**config.mk**
```make
export PLATFORM = sky130hd
export DESIGN_NAME = pipeline_ctrl_flat
export DESIGN_NICKNAME = d
export VERILOG_FILES = /design/src/rtl/pipeline_ctrl_if.sv /design/src/rtl/pipeline_ctrl.sv /design/src/flat_wrapper.sv
export SDC_FILE = /design/constraint.sdc
export NUM_CORES = 1
export LEC_CHECK = 0
export CAP_MARGIN = 30
export CORE_AREA = 2 2 39 41
export CTS_CLUSTER_DIAMETER = 80
export DETAILED_ROUTE_END_ITERATION = 16
export DIE_AREA = 0 0 41 43
export GPL_TIMING_DRIVEN = 0
export PLACE_DENSITY = 0.82
export SKIP_CTS_REPAIR_TIMING = 1
export SLEW_MARGIN = 5
export SYNTH_ARGS = -nofsm -noshare
export SYNTH_HDL_FRONTEND = slang
export SYNTH_SLANG_ARGS = --single-unit
```
**constraint.sdc**
```tcl
create_clock -name clk -period 3.9 [get_ports clk]
set_input_delay 0.78 -clock clk [delete_from_list [all_inputs] [get_ports clk]]
set_output_delay 0.78 -clock clk [all_outputs]
set_load 0.02 [all_outputs]
```
**src/rtl/pipeline_ctrl_if.sv**
```systemverilog
// Hazard/memory-request inputs and stage enable/flush outputs of pipeline_ctrl.
// slave = the sequencer, master = the pipeline driving the hazard flags.
interface pipeline_ctrl_if;
  logic        LoadSlot;
  logic        BranchSlot;
  logic        MEM_MemRead;
  logic        MEM_MemWrite;
  logic [15:0] MEM_Addr;
  logic        PC_Write;
  logic        IFID_Write;
  logic        IDEX_Write;
  logic        EXMEM_Write;
  logic        MEMWB_Write;
  logic        IFID_Flush;
  logic        IDEX_Flush;
  logic        EXMEM_Flush;
  logic        MEMWB_Flush;
  logic        RamOwner;
  logic        Stealing;

  modport master (
    output LoadSlot,
    output BranchSlot,
    output MEM_MemRead,
    output MEM_MemWrite,
    output MEM_Addr,
    input  PC_Write,
    input  IFID_Write,
    input  IDEX_Write,
    input  EXMEM_Write,
    input  MEMWB_Write,
    input  IFID_Flush,
    input  IDEX_Flush,
    input  EXMEM_Flush,
    input  MEMWB_Flush,
    input  RamOwner,
    input  Stealing
  );

  modport slave (
    input  LoadSlot,
    input  BranchSlot,
    input  MEM_MemRead,
    input  MEM_MemWrite,
    input  MEM_Addr,
    output PC_Write,
    output IFID_Write,
    output IDEX_Write,
    output EXMEM_Write,
    output MEMWB_Write,
    output IFID_Flush,
    output IDEX_Flush,
    output EXMEM_Flush,
    output MEMWB_Flush,
    output RamOwner,
    output Stealing
  );
endinterface

```
**src/rtl/pipeline_ctrl.sv**
```systemverilog
// Stall/flush sequencer with instruction-RAM steal arbitration.
// Optional perf counters: define PIPECTRL_PERF_CNT_EN.
module pipeline_ctrl #(
  parameter int unsigned MEM_WAIT = 2
) (
  input  logic        clk,
  input  logic        rst,
`ifdef PIPECTRL_PERF_CNT_EN
  output logic [15:0] LoadStallCnt,
  output logic [15:0] StealCycleCnt,
  output logic [15:0] BranchFlushCnt,
`endif
  pipeline_ctrl_if.slave ctl
);

  typedef enum logic {
    RUN   = 1'b0,
    STEAL = 1'b1
  } state_e;

  localparam logic [3:0] LAST  = 4'(MEM_WAIT - 1);
  localparam bit         MULTI = (MEM_WAIT >= 2);

  state_e     state_q, state_d;
  logic [3:0] cnt_q, cnt_d;

  logic conflict;
  logic freeze;
  logic fin;
  logic run_free;
  logic br_run;
  logic ld_run;

  logic pc_w, ifid_w, idex_w, exmem_w, memwb_w;
  logic ifid_f, idex_f, exmem_f, memwb_f;
  logic ram_own;

  // Instruction space is the lower half of the address map.
  assign conflict = (ctl.MEM_MemRead | ctl.MEM_MemWrite)
                  & ~ctl.MEM_Addr[15];

  always_comb begin
    freeze = 1'b0;
    fin    = 1'b0;
    if (state_q == STEAL) begin
      if (cnt_q < LAST) freeze = 1'b1;
      else              fin    = 1'b1;
    end else if (conflict) begin
      if (MULTI) freeze = 1'b1;
      else       fin    = 1'b1;
    end
  end

  assign run_free = ~rst & (state_q == RUN) & ~conflict;
  assign br_run   = run_free & ctl.BranchSlot;
  assign ld_run   = run_free & ctl.LoadSlot & ~ctl.BranchSlot;

  always_comb begin
    pc_w    = 1'b1;
    ifid_w  = 1'b1;
    idex_w  = 1'b1;
    exmem_w = 1'b1;
    memwb_w = 1'b1;
    ifid_f  = 1'b0;
    idex_f  = 1'b0;
    exmem_f = 1'b0;
    memwb_f = 1'b0;
    ram_own = 1'b0;
    state_d = RUN;
    cnt_d   = 4'd0;
    if (rst) begin
      pc_w    = 1'b0;
      ifid_w  = 1'b0;
      idex_w  = 1'b0;
      exmem_w = 1'b0;
      memwb_w = 1'b0;
      ifid_f  = 1'b1;
      idex_f  = 1'b1;
      exmem_f = 1'b1;
      memwb_f = 1'b1;
    end else begin
      unique case (1'b1)
        freeze: begin
          ram_own = 1'b1;
          pc_w    = 1'b0;
          ifid_w  = 1'b0;
          idex_w  = 1'b0;
          exmem_w = 1'b0;
          memwb_f = 1'b1;
          state_d = STEAL;
          cnt_d   = cnt_q + 4'd1;
        end
        fin: begin
          // Fetch was stolen, so the PC holds and the fetch repeats.
          ram_own = 1'b1;
          pc_w    = 1'b0;
          if (ctl.LoadSlot) begin
            ifid_w = 1'b0;
            idex_f = 1'b1;
          end else begin
            ifid_f = 1'b1;
          end
        end
        br_run: begin
          ifid_f  = 1'b1;
          idex_f  = 1'b1;
          exmem_f = 1'b1;
        end
        ld_run: begin
          pc_w   = 1'b0;
          ifid_w = 1'b0;
          idex_f = 1'b1;
        end
        default: ;
      endcase
    end
  end

  always_ff @(posedge clk) begin
    if (rst) begin
      state_q <= RUN;
      cnt_q   <= 4'd0;
    end else begin
      state_q <= state_d;
      cnt_q   <= cnt_d;
    end
  end

  assign ctl.PC_Write    = pc_w;
  assign ctl.IFID_Write  = ifid_w;
  assign ctl.IDEX_Write  = idex_w;
  assign ctl.EXMEM_Write = exmem_w;
  assign ctl.MEMWB_Write = memwb_w;
  assign ctl.IFID_Flush  = ifid_f;
  assign ctl.IDEX_Flush  = idex_f;
  assign ctl.EXMEM_Flush = exmem_f;
  assign ctl.MEMWB_Flush = memwb_f;
  assign ctl.RamOwner    = ram_own;
  assign ctl.Stealing    = ~rst & (state_q == STEAL);

`ifdef PIPECTRL_PERF_CNT_EN
  logic [15:0] ld_cnt_q, ld_cnt_d;
  logic [15:0] st_cnt_q, st_cnt_d;
  logic [15:0] br_cnt_q, br_cnt_d;

  // Saturating counters: they stick at all-ones.
  always_comb begin
    ld_cnt_d = ld_cnt_q;
    st_cnt_d = st_cnt_q;
    br_cnt_d = br_cnt_q;
    if (ld_run && ld_cnt_q != 16'hFFFF)
      ld_cnt_d = ld_cnt_q + 16'd1;
    if (ram_own && st_cnt_q != 16'hFFFF)
      st_cnt_d = st_cnt_q + 16'd1;
    if (br_run && br_cnt_q != 16'hFFFF)
      br_cnt_d = br_cnt_q + 16'd1;
  end

  always_ff @(posedge clk) begin
    if (rst) begin
      ld_cnt_q <= 16'd0;
      st_cnt_q <= 16'd0;
      br_cnt_q <= 16'd0;
    end else begin
      ld_cnt_q <= ld_cnt_d;
      st_cnt_q <= st_cnt_d;
      br_cnt_q <= br_cnt_d;
    end
  end

  assign LoadStallCnt   = ld_cnt_q;
  assign StealCycleCnt  = st_cnt_q;
  assign BranchFlushCnt = br_cnt_q;
`endif

endmodule

```
**src/flat_wrapper.sv**
```systemverilog
// flat-port wrapper written by rule: the top's interface ports become plain ports
module pipeline_ctrl_flat 
#(
  parameter int unsigned MEM_WAIT = 2
)
  (clk, rst, ctl_LoadSlot, ctl_BranchSlot, ctl_MEM_MemRead, ctl_MEM_MemWrite, ctl_MEM_Addr, ctl_PC_Write, ctl_IFID_Write, ctl_IDEX_Write, ctl_EXMEM_Write, ctl_MEMWB_Write, ctl_IFID_Flush, ctl_IDEX_Flush, ctl_EXMEM_Flush, ctl_MEMWB_Flush, ctl_RamOwner, ctl_Stealing);
  pipeline_ctrl_if ctl_i ();
  input  logic clk;
  input  logic rst;
  input wire logic [$bits(ctl_i.LoadSlot)-1:0] ctl_LoadSlot;
  input wire logic [$bits(ctl_i.BranchSlot)-1:0] ctl_BranchSlot;
  input wire logic [$bits(ctl_i.MEM_MemRead)-1:0] ctl_MEM_MemRead;
  input wire logic [$bits(ctl_i.MEM_MemWrite)-1:0] ctl_MEM_MemWrite;
  input wire logic [$bits(ctl_i.MEM_Addr)-1:0] ctl_MEM_Addr;
  output wire logic [$bits(ctl_i.PC_Write)-1:0] ctl_PC_Write;
  output wire logic [$bits(ctl_i.IFID_Write)-1:0] ctl_IFID_Write;
  output wire logic [$bits(ctl_i.IDEX_Write)-1:0] ctl_IDEX_Write;
  output wire logic [$bits(ctl_i.EXMEM_Write)-1:0] ctl_EXMEM_Write;
  output wire logic [$bits(ctl_i.MEMWB_Write)-1:0] ctl_MEMWB_Write;
  output wire logic [$bits(ctl_i.IFID_Flush)-1:0] ctl_IFID_Flush;
  output wire logic [$bits(ctl_i.IDEX_Flush)-1:0] ctl_IDEX_Flush;
  output wire logic [$bits(ctl_i.EXMEM_Flush)-1:0] ctl_EXMEM_Flush;
  output wire logic [$bits(ctl_i.MEMWB_Flush)-1:0] ctl_MEMWB_Flush;
  output wire logic [$bits(ctl_i.RamOwner)-1:0] ctl_RamOwner;
  output wire logic [$bits(ctl_i.Stealing)-1:0] ctl_Stealing;
  assign ctl_i.LoadSlot = ctl_LoadSlot;
  assign ctl_i.BranchSlot = ctl_BranchSlot;
  assign ctl_i.MEM_MemRead = ctl_MEM_MemRead;
  assign ctl_i.MEM_MemWrite = ctl_MEM_MemWrite;
  assign ctl_i.MEM_Addr = ctl_MEM_Addr;
  assign ctl_PC_Write = ctl_i.PC_Write;
  assign ctl_IFID_Write = ctl_i.IFID_Write;
  assign ctl_IDEX_Write = ctl_i.IDEX_Write;
  assign ctl_EXMEM_Write = ctl_i.EXMEM_Write;
  assign ctl_MEMWB_Write = ctl_i.MEMWB_Write;
  assign ctl_IFID_Flush = ctl_i.IFID_Flush;
  assign ctl_IDEX_Flush = ctl_i.IDEX_Flush;
  assign ctl_EXMEM_Flush = ctl_i.EXMEM_Flush;
  assign ctl_MEMWB_Flush = ctl_i.MEMWB_Flush;
  assign ctl_RamOwner = ctl_i.RamOwner;
  assign ctl_Stealing = ctl_i.Stealing;
  pipeline_ctrl #(.MEM_WAIT(MEM_WAIT)) u_core (.clk(clk), .rst(rst), .ctl(ctl_i));
endmodule
```
==> flow_metrics.py, run 1 <==
metrics = {
    "critical_path": {
        "cp_data_arrival_time_ps": 2660,
        "worstReg2RegStart": "u_core.cnt_q[0]",
        "r2r_slack_ps": 2440,
        "crit_start": "rst",
        "critPathKind": "in -> out",
        "cp-end-kind": "output port",
        "crit_top_cell": "clkdlybuf4s50_1",
        "critPathMaxStageDelay_ps": 520,
        "worstSetupEndpoint": "ctl_IDEX_Write",
        "regToRegEndpoint": "u_core.cnt_q[1]",
        "crit_fanout": 10,
        "cp.required_ps": 3120,
        "rr_worst_depth": 5,
        "crit_chain": "clkdlybuf4s50_1, clkbuf_1, inv_1, and2_1, buf_4, clkdlybuf4s50_1",
        "slowest_stage": "clkdlybuf4s50_1",
        "cp-start-kind": "input port",
    },
    "timing": {
        "finClkSkew_ps": 6.10,
        "max_freq_mhz": 291,
        "period_needed_ps": 3440,
        "relSlewSlack_pct": 67.5,
        "finalSetupTns_ps": 0,
        "rsz0062_at_grt": "no",
        "finalCritPeriodShare_pct": 88.2,
        "hold_violations": 0,
        "timing.final.max_slew_violations": 0,
        "setup_viol": 0,
        "tightest_slew_ps": 487,
        "whs_ps": 487,
    },
    "die": {
        "fp.dieW_um": 41,
        "num_io_pins": 33,
        "die_h_um": 43,
        "dieArea_mm2": 0.00176,
        "rows": 14,
        "start_util_pct": 24.6,
        "coreArea_mm2": 0.00138,
    },
    "logic_synthesis": {
        "yosys_warnings": 0,
        "syn_nets": 63,
        "yosys.area.top_type": "dfxtp_1",
        "syn_area_um2": 340,
        "ys_seq_area_share_pct": 29.4,
        "ys_ff_latch": 5,
        "syn_area_per_cell_um2": 8.73,
        "synth.distinct_cells": 22,
        "synthesis.instances": 39,
        "yosys-top-cells-area": "dfxtp_1 (29%), nor3_2 (8.8%), ha_1 (7.4%), inv_1 (4.4%), mux2_4 (4.4%)",
        "synth_top_area_share_pct": 29.4,
    },
    "global_routing": {
        "grt_antenna_before_repair": 0,
        "grt_pass1_wl_um": 1130,
        "grt_overflow": 0,
        "grt_pass1_vias": 291,
        "grt.total_usage_pct": 10.4,
        "grt_max_degree": 11,
    },
    "final_layout": {
        "nets": 85,
        "diodes": 0,
        "layoutNonFillerInstCount": 76,
        "finish.utilization_pct": 40.2,
        "drive_gt1_share_pct": 16.7,
        "layout_common_cells": "clkdlybuf4s50_1 (17), dfxtp_1 (5), inv_1 (4)",
        "final_common_cell": "clkdlybuf4s50_1",
        "syn_to_final_growth_pct": 63.6,
        "fillers": 160,
    },
    "place": {
        "globalplace.congestion": 0.730,
        "portBuffers": 17,
        "place_inst": 72,
    },
    "clocking": {
        "cts_buffer_depth": 2,
        "htree_levels": 1,
        "cts_tree": "done",
        "clkSinkCount": 5,
        "clock-root-buffer": "clkbuf_4",
        "cts_inserted_buffers": 3,
        "clkTransAtPathRegs_ps": 40,
        "insertion_delay_ps": 250,
    },
    "drt": {
        "drt_first_pass_iters": 1,
        "first_iter_violations": 0,
        "vias": 343,
        "wl_per_cell_um": 9.67,
        "drtAntennaViolNets": 0,
        "routed_wl_um": 735,
        "remaining_drc_errors": 0,
        "vias_per_cell": 4.51,
    },
    "power_and_ir_drop": {
        "worst_ir_drop_vdd_mv": 0.196,
        "power.density_mw_per_mm2": 325,
        "leakage_nw": 0.219,
    },
    "min_path": {
        "hp-class": "reg -> reg",
        "hold_depth": 1,
    },
    "run": {
        "drv_cap": 0,
    },
    "outcome": {
        "outcome": "finished, final reports clean",
    },
}
-- routing by layer --
layer	global-route usage, %	vias up	routed length (um)
met5	0	-	0
met1	10.6	152	305
met4	8.00	0	23
met3	7.85	4	66
met2	13.8	14	339
li1	-	173	-
-- layout make-up --
cell class	count	area, um2	area share (%)
multi-input cells	28	214	38.4
repair buffers	17	170	30.6
flip-flops and latches	5	100	18.0
clock buffers	4	26.3	4.72
well taps	16	20.0	3.60
inverters	4	15.0	2.70
plain buffers	2	11.3	2.02
-- how the worst min path moves through the flow --
| stage | from | end | slack, ps |
|---|---|---|---|
| after floorplan | u_core.cnt_q[0] | u_core.cnt_q[0] | 460 |
| after global placement | u_core.cnt_q[0] | u_core.cnt_q[0] | 480 |
| after detailed placement | u_core.cnt_q[0] | u_core.cnt_q[0] | 480 |
| after CTS | u_core.cnt_q[0] | u_core.cnt_q[0] | 490 |
| after global routing | u_core.cnt_q[0] | u_core.cnt_q[0] | 500 |
| final | u_core.cnt_q[0] | u_core.cnt_q[0] | 490 |
-- state kept, by name (all words and copies together) (netlist names) --
| register | count |
|---|---|
| u_core.state_q | 1 |
| u_core.cnt_q | 4 |
-- critical path: cells and delay by family --
kind,cells,cell delay [ps]
and+or+nand+nor,1,190
buffers and inverters,5,1680
-- metrics by stage --
stage	area, um2	total power [mW]	worst slack [ps]
floorplan	340	0.0931	1340
global placement	531	0.120	443
detailed placement	531	0.122	430
CTS	557	0.184	429
global route	557	0.193	331
finish	557	0.181	461
-- cells by family (layout without fill, tap and decap cells) --
kind of cell	count (synthesis)	after routing	synth area share [%]
flip-flops	5	5	29.4
AND/OR/NAND/NOR	17	17	34.9
buffers and inverters	6	27	7.72
adder cells (fa/ha/maj)	2	2	7.35
XOR/XNOR	2	2	5.15
multiplexers	1	1	4.41
AO/OA/AOI/OAI	6	6	11.0
-- report_power, final --
group          leakage [nW]  internal [mW]  switching, mW
registers            0.0408         0.0540        0.00344
clock network        0.0150         0.0387         0.0220
logic                 0.163         0.0332         0.0294
-- cells in the mapped netlist --
cell type	n
xor2_1	1
nor3_2	3
buf_4	1
a21oi_1	1
xnor2_1	1
nor2_1	2
or3b_4	1
nand2_1	2
o21bai_1	1
nand3b_1	2
mux2_4	1
a31oi_1	1
inv_1	4
dfxtp_1	5
nor2b_1	2
ha_1	2
and2_1	2
o2bb2ai_1	1
nand3_1	2
nor3b_2	1
clkbuf_1	1
o21ai_0	2
Note: power is estimated with default switching activity, not from simulation.
==> inputs of run 2 (changes only) <==
Settings changed: CELL_PAD_IN_SITES_DETAIL_PLACEMENT set to 1, CELL_PAD_IN_SITES_GLOBAL_PLACEMENT set to 2, CORE_AREA 2 2 39 41 to not set, CORE_MARGIN set to 2, CORE_UTILIZATION set to 14, DIE_AREA 0 0 41 43 to not set, PLACE_DENSITY 0.82 to 0.89.
==> run 2 against run 1 <==
Via count shrank 1.5%. Flip-flop and latch count unchanged. Utilization is 15 points lower. Die area is 61% higher. Critical path depth unchanged. Worst hold slack better by 20 ps. Clock skew decreased by 4.7 ps. Sequential share of layout area down 0.47 points. Power increased by 1.1%. First-iteration DRC count grew 3.
==> flow_metrics.py, run 2 (synthesis gave the netlist of run 1 again) <==
metrics = {
    "die": {
        "fp.dieW_um": 53.3,
        "num_io_pins": 33,
        "die_h_um": 53.3,
        "coreArea_mm2": 0.00225,
        "dieArea_mm2": 0.00284,
        "rows": 17,
        "start_util_pct": 15.1,
    },
    "timing": {
        "finalSetupTns_ps": 0,
        "max_freq_mhz": 289,
        "timing.final.max_slew_violations": 0,
        "finClkSkew_ps": 1.44,
        "relSlewSlack_pct": 66.4,
        "period_needed_ps": 3450,
        "setup_viol": 0,
        "hold_violations": 0,
        "finalCritPeriodShare_pct": 88.6,
        "rsz0062_at_grt": "no",
        "tightest_slew_ps": 505,
    },
    "final_layout": {
        "top_regs": "u_core.cnt_q x4, u_core.state_q x1",
        "layout_common_cells": "clkdlybuf4s50_1 (17), dfxtp_1 (5), inv_1 (4)",
        "diodes": 0,
        "nets": 85,
        "syn_to_final_growth_pct": 68.0,
        "largest_register_ff_count": 4,
        "largest_register": "u_core.cnt_q",
        "layoutNonFillerInstCount": 88,
        "finish.utilization_pct": 25.4,
        "final_common_cell": "clkdlybuf4s50_1",
        "drive_gt1_share_pct": 16.7,
    },
    "power_and_ir_drop": {
        "switching_share_pct": 31.2,
        "p_clk_share_pct": 34.2,
        "pwr-share-comb_pct": 34.3,
        "power.density_mw_per_mm2": 320,
        "seqPwrFrac_pct": 31.5,
        "leakage_nw": 0.219,
        "worst_ir_drop_vdd_mv": 0.159,
        "internal_power_mw": 0.126,
        "switchingPower_mw": 0.0570,
    },
    "drt": {
        "first_iter_violations": 3,
        "drt-met1-wl_um": 377,
        "routed_wl_um": 842,
        "drt_first_pass_iters": 4,
        "met2_length_um": 355,
        "dr_wl_met3_um": 97,
        "top_layer": "met4",
        "drtAntennaViolNets": 0,
        "wl_per_cell_um": 9.57,
        "remaining_drc_errors": 0,
        "vias": 338,
        "vias_per_cell": 3.84,
    },
    "clocking": {
        "cts_inserted_buffers": 3,
        "cts_buffer_depth": 2,
        "clkTransAtPathRegs_ps": 40,
        "clkSinkCount": 5,
        "insertion_delay_ps": 250,
        "clock-root-buffer": "clkbuf_4",
        "cts_tree": "done",
        "htree_levels": 1,
    },
    "critical_path": {
        "cp-end-kind": "output port",
        "cp-start-kind": "input port",
        "cp.required_ps": 3120,
        "cp_data_arrival_time_ps": 2670,
        "crit_fanout": 10,
        "critPathKind": "in -> out",
    },
    "outcome": {
        "outcome": "finished, final reports clean",
    },
    "place": {
        "place_inst": 84,
        "dp_hpwl_um": 682,
        "portBuffers": 17,
        "globalplace.congestion": 0.657,
    },
    "global_routing": {
        "grt_max_degree": 11,
        "grt.total_usage_pct": 7.37,
        "grt_pass1_wl_um": 1390,
        "grt_pass1_vias": 303,
        "grt_antenna_before_repair": 0,
        "grt_overflow": 0,
    },
    "run": {
        "drv_cap": 0,
    },
    "min_path": {
        "hp-class": "reg -> reg",
    },
}
## run 2: power groups by stage
stage               Combinational [mW]  Clock, mW  Sequential (mW)
global route                    0.0686     0.0705           0.0581
global placement                0.0625          0           0.0582
finish                          0.0628     0.0625           0.0575
floorplan                       0.0356          0           0.0575
detailed placement              0.0637          0           0.0584
CTS                             0.0639     0.0654           0.0575
## run 2: stage by stage
| step | hold WS [ps] | total power, mW | setup slack, ps | cell area [um2] |
|---|---|---|---|---|
| final | 506 | 0.183 | 446 | 572 |
| after floorplan | 459 | 0.0931 | 1340 | 340 |
| after CTS | 517 | 0.187 | 410 | 572 |
| after detailed placement | 508 | 0.122 | 413 | 546 |
| after global placement | 483 | 0.121 | 428 | 546 |
| after global routing | 555 | 0.197 | 280 | 572 |
## run 2: area by class of cell
class                           instances  area [um2]
Inverter                                4        15.0
Buffer                                  2        11.3
Timing Repair Buffer                   17         170
Clock buffer                            4        26.3
Fill cell                             280        1680
Sequential cell                         5         100
Tap cell                               28        35.0
Multi-Input combinational cell         28         214
## run 2: layer usage
metal | up-vias | global-route usage [%]
met3 | 2 | 6.50
met2 | 15 | 9.26
met4 | 0 | 2.56
met5 | - | 0
met1 | 148 | 8.75
li1 | 173 | -
## run 2: path summary, 6_finish.rpt
path	from	to	slack, ps	cells after the start
worst max-delay path	rst	ctl_IDEX_Write	450	6
worst min-delay path	u_core.cnt_q[0]	u_core.cnt_q[0]	510	1
worst max register to register	u_core.cnt_q[0]	u_core.cnt_q[1]	2450	5
worst min register to register	u_core.cnt_q[0]	u_core.cnt_q[0]	510	1
## run 2: critical path, stage by stage
cell and delay (ps):
clkdlybuf4s50_1 470, clkbuf_1 410, inv_1 180, and2_1 190
buf_4 120, clkdlybuf4s50_1 520
==> inputs of run 3 (changes only) <==
--- a/config.mk
+++ b/config.mk
@@ -15,3 +15,3 @@
 export GPL_TIMING_DRIVEN = 0
-export PLACE_DENSITY = 0.89
+export PLACE_DENSITY_LB_ADDON = 0.1
 export SKIP_CTS_REPAIR_TIMING = 1
--- a/constraint.sdc
+++ b/constraint.sdc
@@ -3,2 +3,2 @@
 set_output_delay 0.78 -clock clk [all_outputs]
-set_load 0.02 [all_outputs]
+set_load 0.05 [all_outputs]
==> run 3 against run 2 <==
Worst setup slack lost 210 ps. Clock-buffer cell count is the same. Register-to-register slack lost 30 ps. Non-clock buffer count is the same. Utilization is the same. Cell area is the same. Critical path depth is the same. Largest cell class unchanged.
==> flow_metrics.py, run 3 (synthesis gave the netlist of run 1 again) <==
metrics = {
    "clocking": {
        "cts_inserted_buffers": 3,
        "clkSinkCount": 5,
        "insertion_delay_ps": 240,
        "clkTransAtPathRegs_ps": 40,
        "clock-root-buffer": "clkbuf_4",
        "cts_buffer_depth": 2,
        "htree_levels": 1,
        "cts_tree": "done",
    },
    "place": {
        "pre_cts_slack_ps": 177,
        "dp_hpwl_um": 708,
        "dpl_cell_area_um2": 546,
        "globalplace.congestion": 0.624,
        "portBuffers": 17,
        "place_inst": 84,
    },
    "final_layout": {
        "nets": 85,
        "finish.utilization_pct": 25.4,
        "fin_area_um2": 572,
        "diodes": 0,
        "largest_register_ff_count": 4,
        "syn_to_final_growth_pct": 68.0,
        "final_common_cell": "clkdlybuf4s50_1",
        "drive_gt1_share_pct": 16.7,
        "largest_register": "u_core.cnt_q",
        "layout_common_cells": "clkdlybuf4s50_1 (17), dfxtp_1 (5), inv_1 (4)",
        "layoutNonFillerInstCount": 88,
        "top_regs": "u_core.cnt_q x4, u_core.state_q x1",
    },
    "critical_path": {
        "r2r_slack_ps": 2420,
        "crit_fanout": 10,
        "cp.depth": 6,
        "cp-start-kind": "input port",
        "regToRegEndpoint": "u_core.cnt_q[1]",
        "cp.required_ps": 3120,
        "crit_family": "buffers and inverters",
        "crit_top_cell": "clkdlybuf4s50_1",
        "crit_chain": "clkdlybuf4s50_1, clkbuf_1, inv_1, and2_1, buf_4, clkdlybuf4s50_1",
        "critPathMaxStageDelay_ps": 680,
        "crit_start": "rst",
        "slowest_stage": "clkdlybuf4s50_1",
        "path_buf_inv": 5,
        "cp_data_arrival_time_ps": 2890,
        "critPathKind": "in -> out",
        "worstSetupEndpoint": "ctl_IDEX_Write",
        "rr_worst_depth": 5,
        "cp-end-kind": "output port",
        "worstReg2RegStart": "u_core.cnt_q[0]",
    },
    "die": {
        "fp.dieW_um": 53.3,
        "start_util_pct": 15.1,
        "dieArea_mm2": 0.00284,
        "rows": 17,
        "coreArea_mm2": 0.00225,
        "num_io_pins": 33,
        "die_h_um": 53.3,
    },
    "timing": {
        "setup_viol": 0,
        "tightest_slew_ps": 563,
        "whs_ps": 504,
        "rsz0062_at_grt": "no",
        "period_needed_ps": 3670,
        "finalSetupTns_ps": 0,
        "hold_violations": 0,
        "max_freq_mhz": 273,
        "layout_setup_ws_ps": 233,
        "finalCritPeriodShare_pct": 94.0,
        "finClkSkew_ps": 0.612,
        "relSlewSlack_pct": 62.5,
        "timing.final.max_slew_violations": 0,
    },
    "power_and_ir_drop": {
        "worst_ir_drop_vdd_mv": 0.205,
        "leakage_nw": 0.219,
        "power.density_mw_per_mm2": 350,
        "power_mw": 0.200,
    },
    "drt": {
        "wl_per_cell_um": 9.84,
        "first_iter_violations": 0,
        "drtAntennaViolNets": 0,
        "routed_wl_um": 866,
        "vias": 332,
        "remaining_drc_errors": 0,
        "drt_first_pass_iters": 1,
        "vias_per_cell": 3.77,
    },
    "min_path": {
        "hp-class": "reg -> reg",
    },
    "run": {
        "drv_cap": 0,
    },
    "global_routing": {
        "grt_overflow": 0,
        "grt_pass1_wl_um": 1480,
        "grt_max_degree": 11,
        "grt_pass1_vias": 342,
        "grt_antenna_before_repair": 0,
        "grt.total_usage_pct": 7.60,
    },
    "outcome": {
        "outcome": "finished, final reports clean",
    },
}
[run 3: worst min-delay path by stage]
stage | slack, ps | end | startpoint | cells after the start
CTS | 500 | u_core.cnt_q[0] | u_core.cnt_q[0] | 1
global placement | 500 | u_core.cnt_q[0] | u_core.cnt_q[0] | 1
finish | 500 | u_core.cnt_q[0] | u_core.cnt_q[0] | 1
global route | 540 | u_core.cnt_q[0] | u_core.cnt_q[0] | 1
detailed placement | 500 | u_core.cnt_q[0] | u_core.cnt_q[0] | 1
floorplan | 460 | u_core.cnt_q[0] | u_core.cnt_q[0] | 1
[run 3: where the power goes]
part           leakage, nW  internal [mW]  switching [mW]
Sequential          0.0408         0.0540         0.00349
Clock               0.0150         0.0386          0.0201
Combinational        0.163         0.0329          0.0510
[run 3: area by class of cell]
| type | count | area (um2) |
|---|---|---|
| buffer | 2 | 11.3 |
| clock buffer | 4 | 26.3 |
| fill | 287 | 1680 |
| inverter | 4 | 15.0 |
| multi-input combinational | 28 | 214 |
| sequential | 5 | 100 |
| tap | 28 | 35.0 |
| timing repair buffer | 17 | 170 |
[run 3: per-layer routing]
metal  wire length, um  part of all wire, %  GRT usage [%]
met5                 0                    0              0
met4                13                  1.5           2.56
met2               359                   41           10.5
met1               423                   49           8.91
met3                69                  8.0           5.65
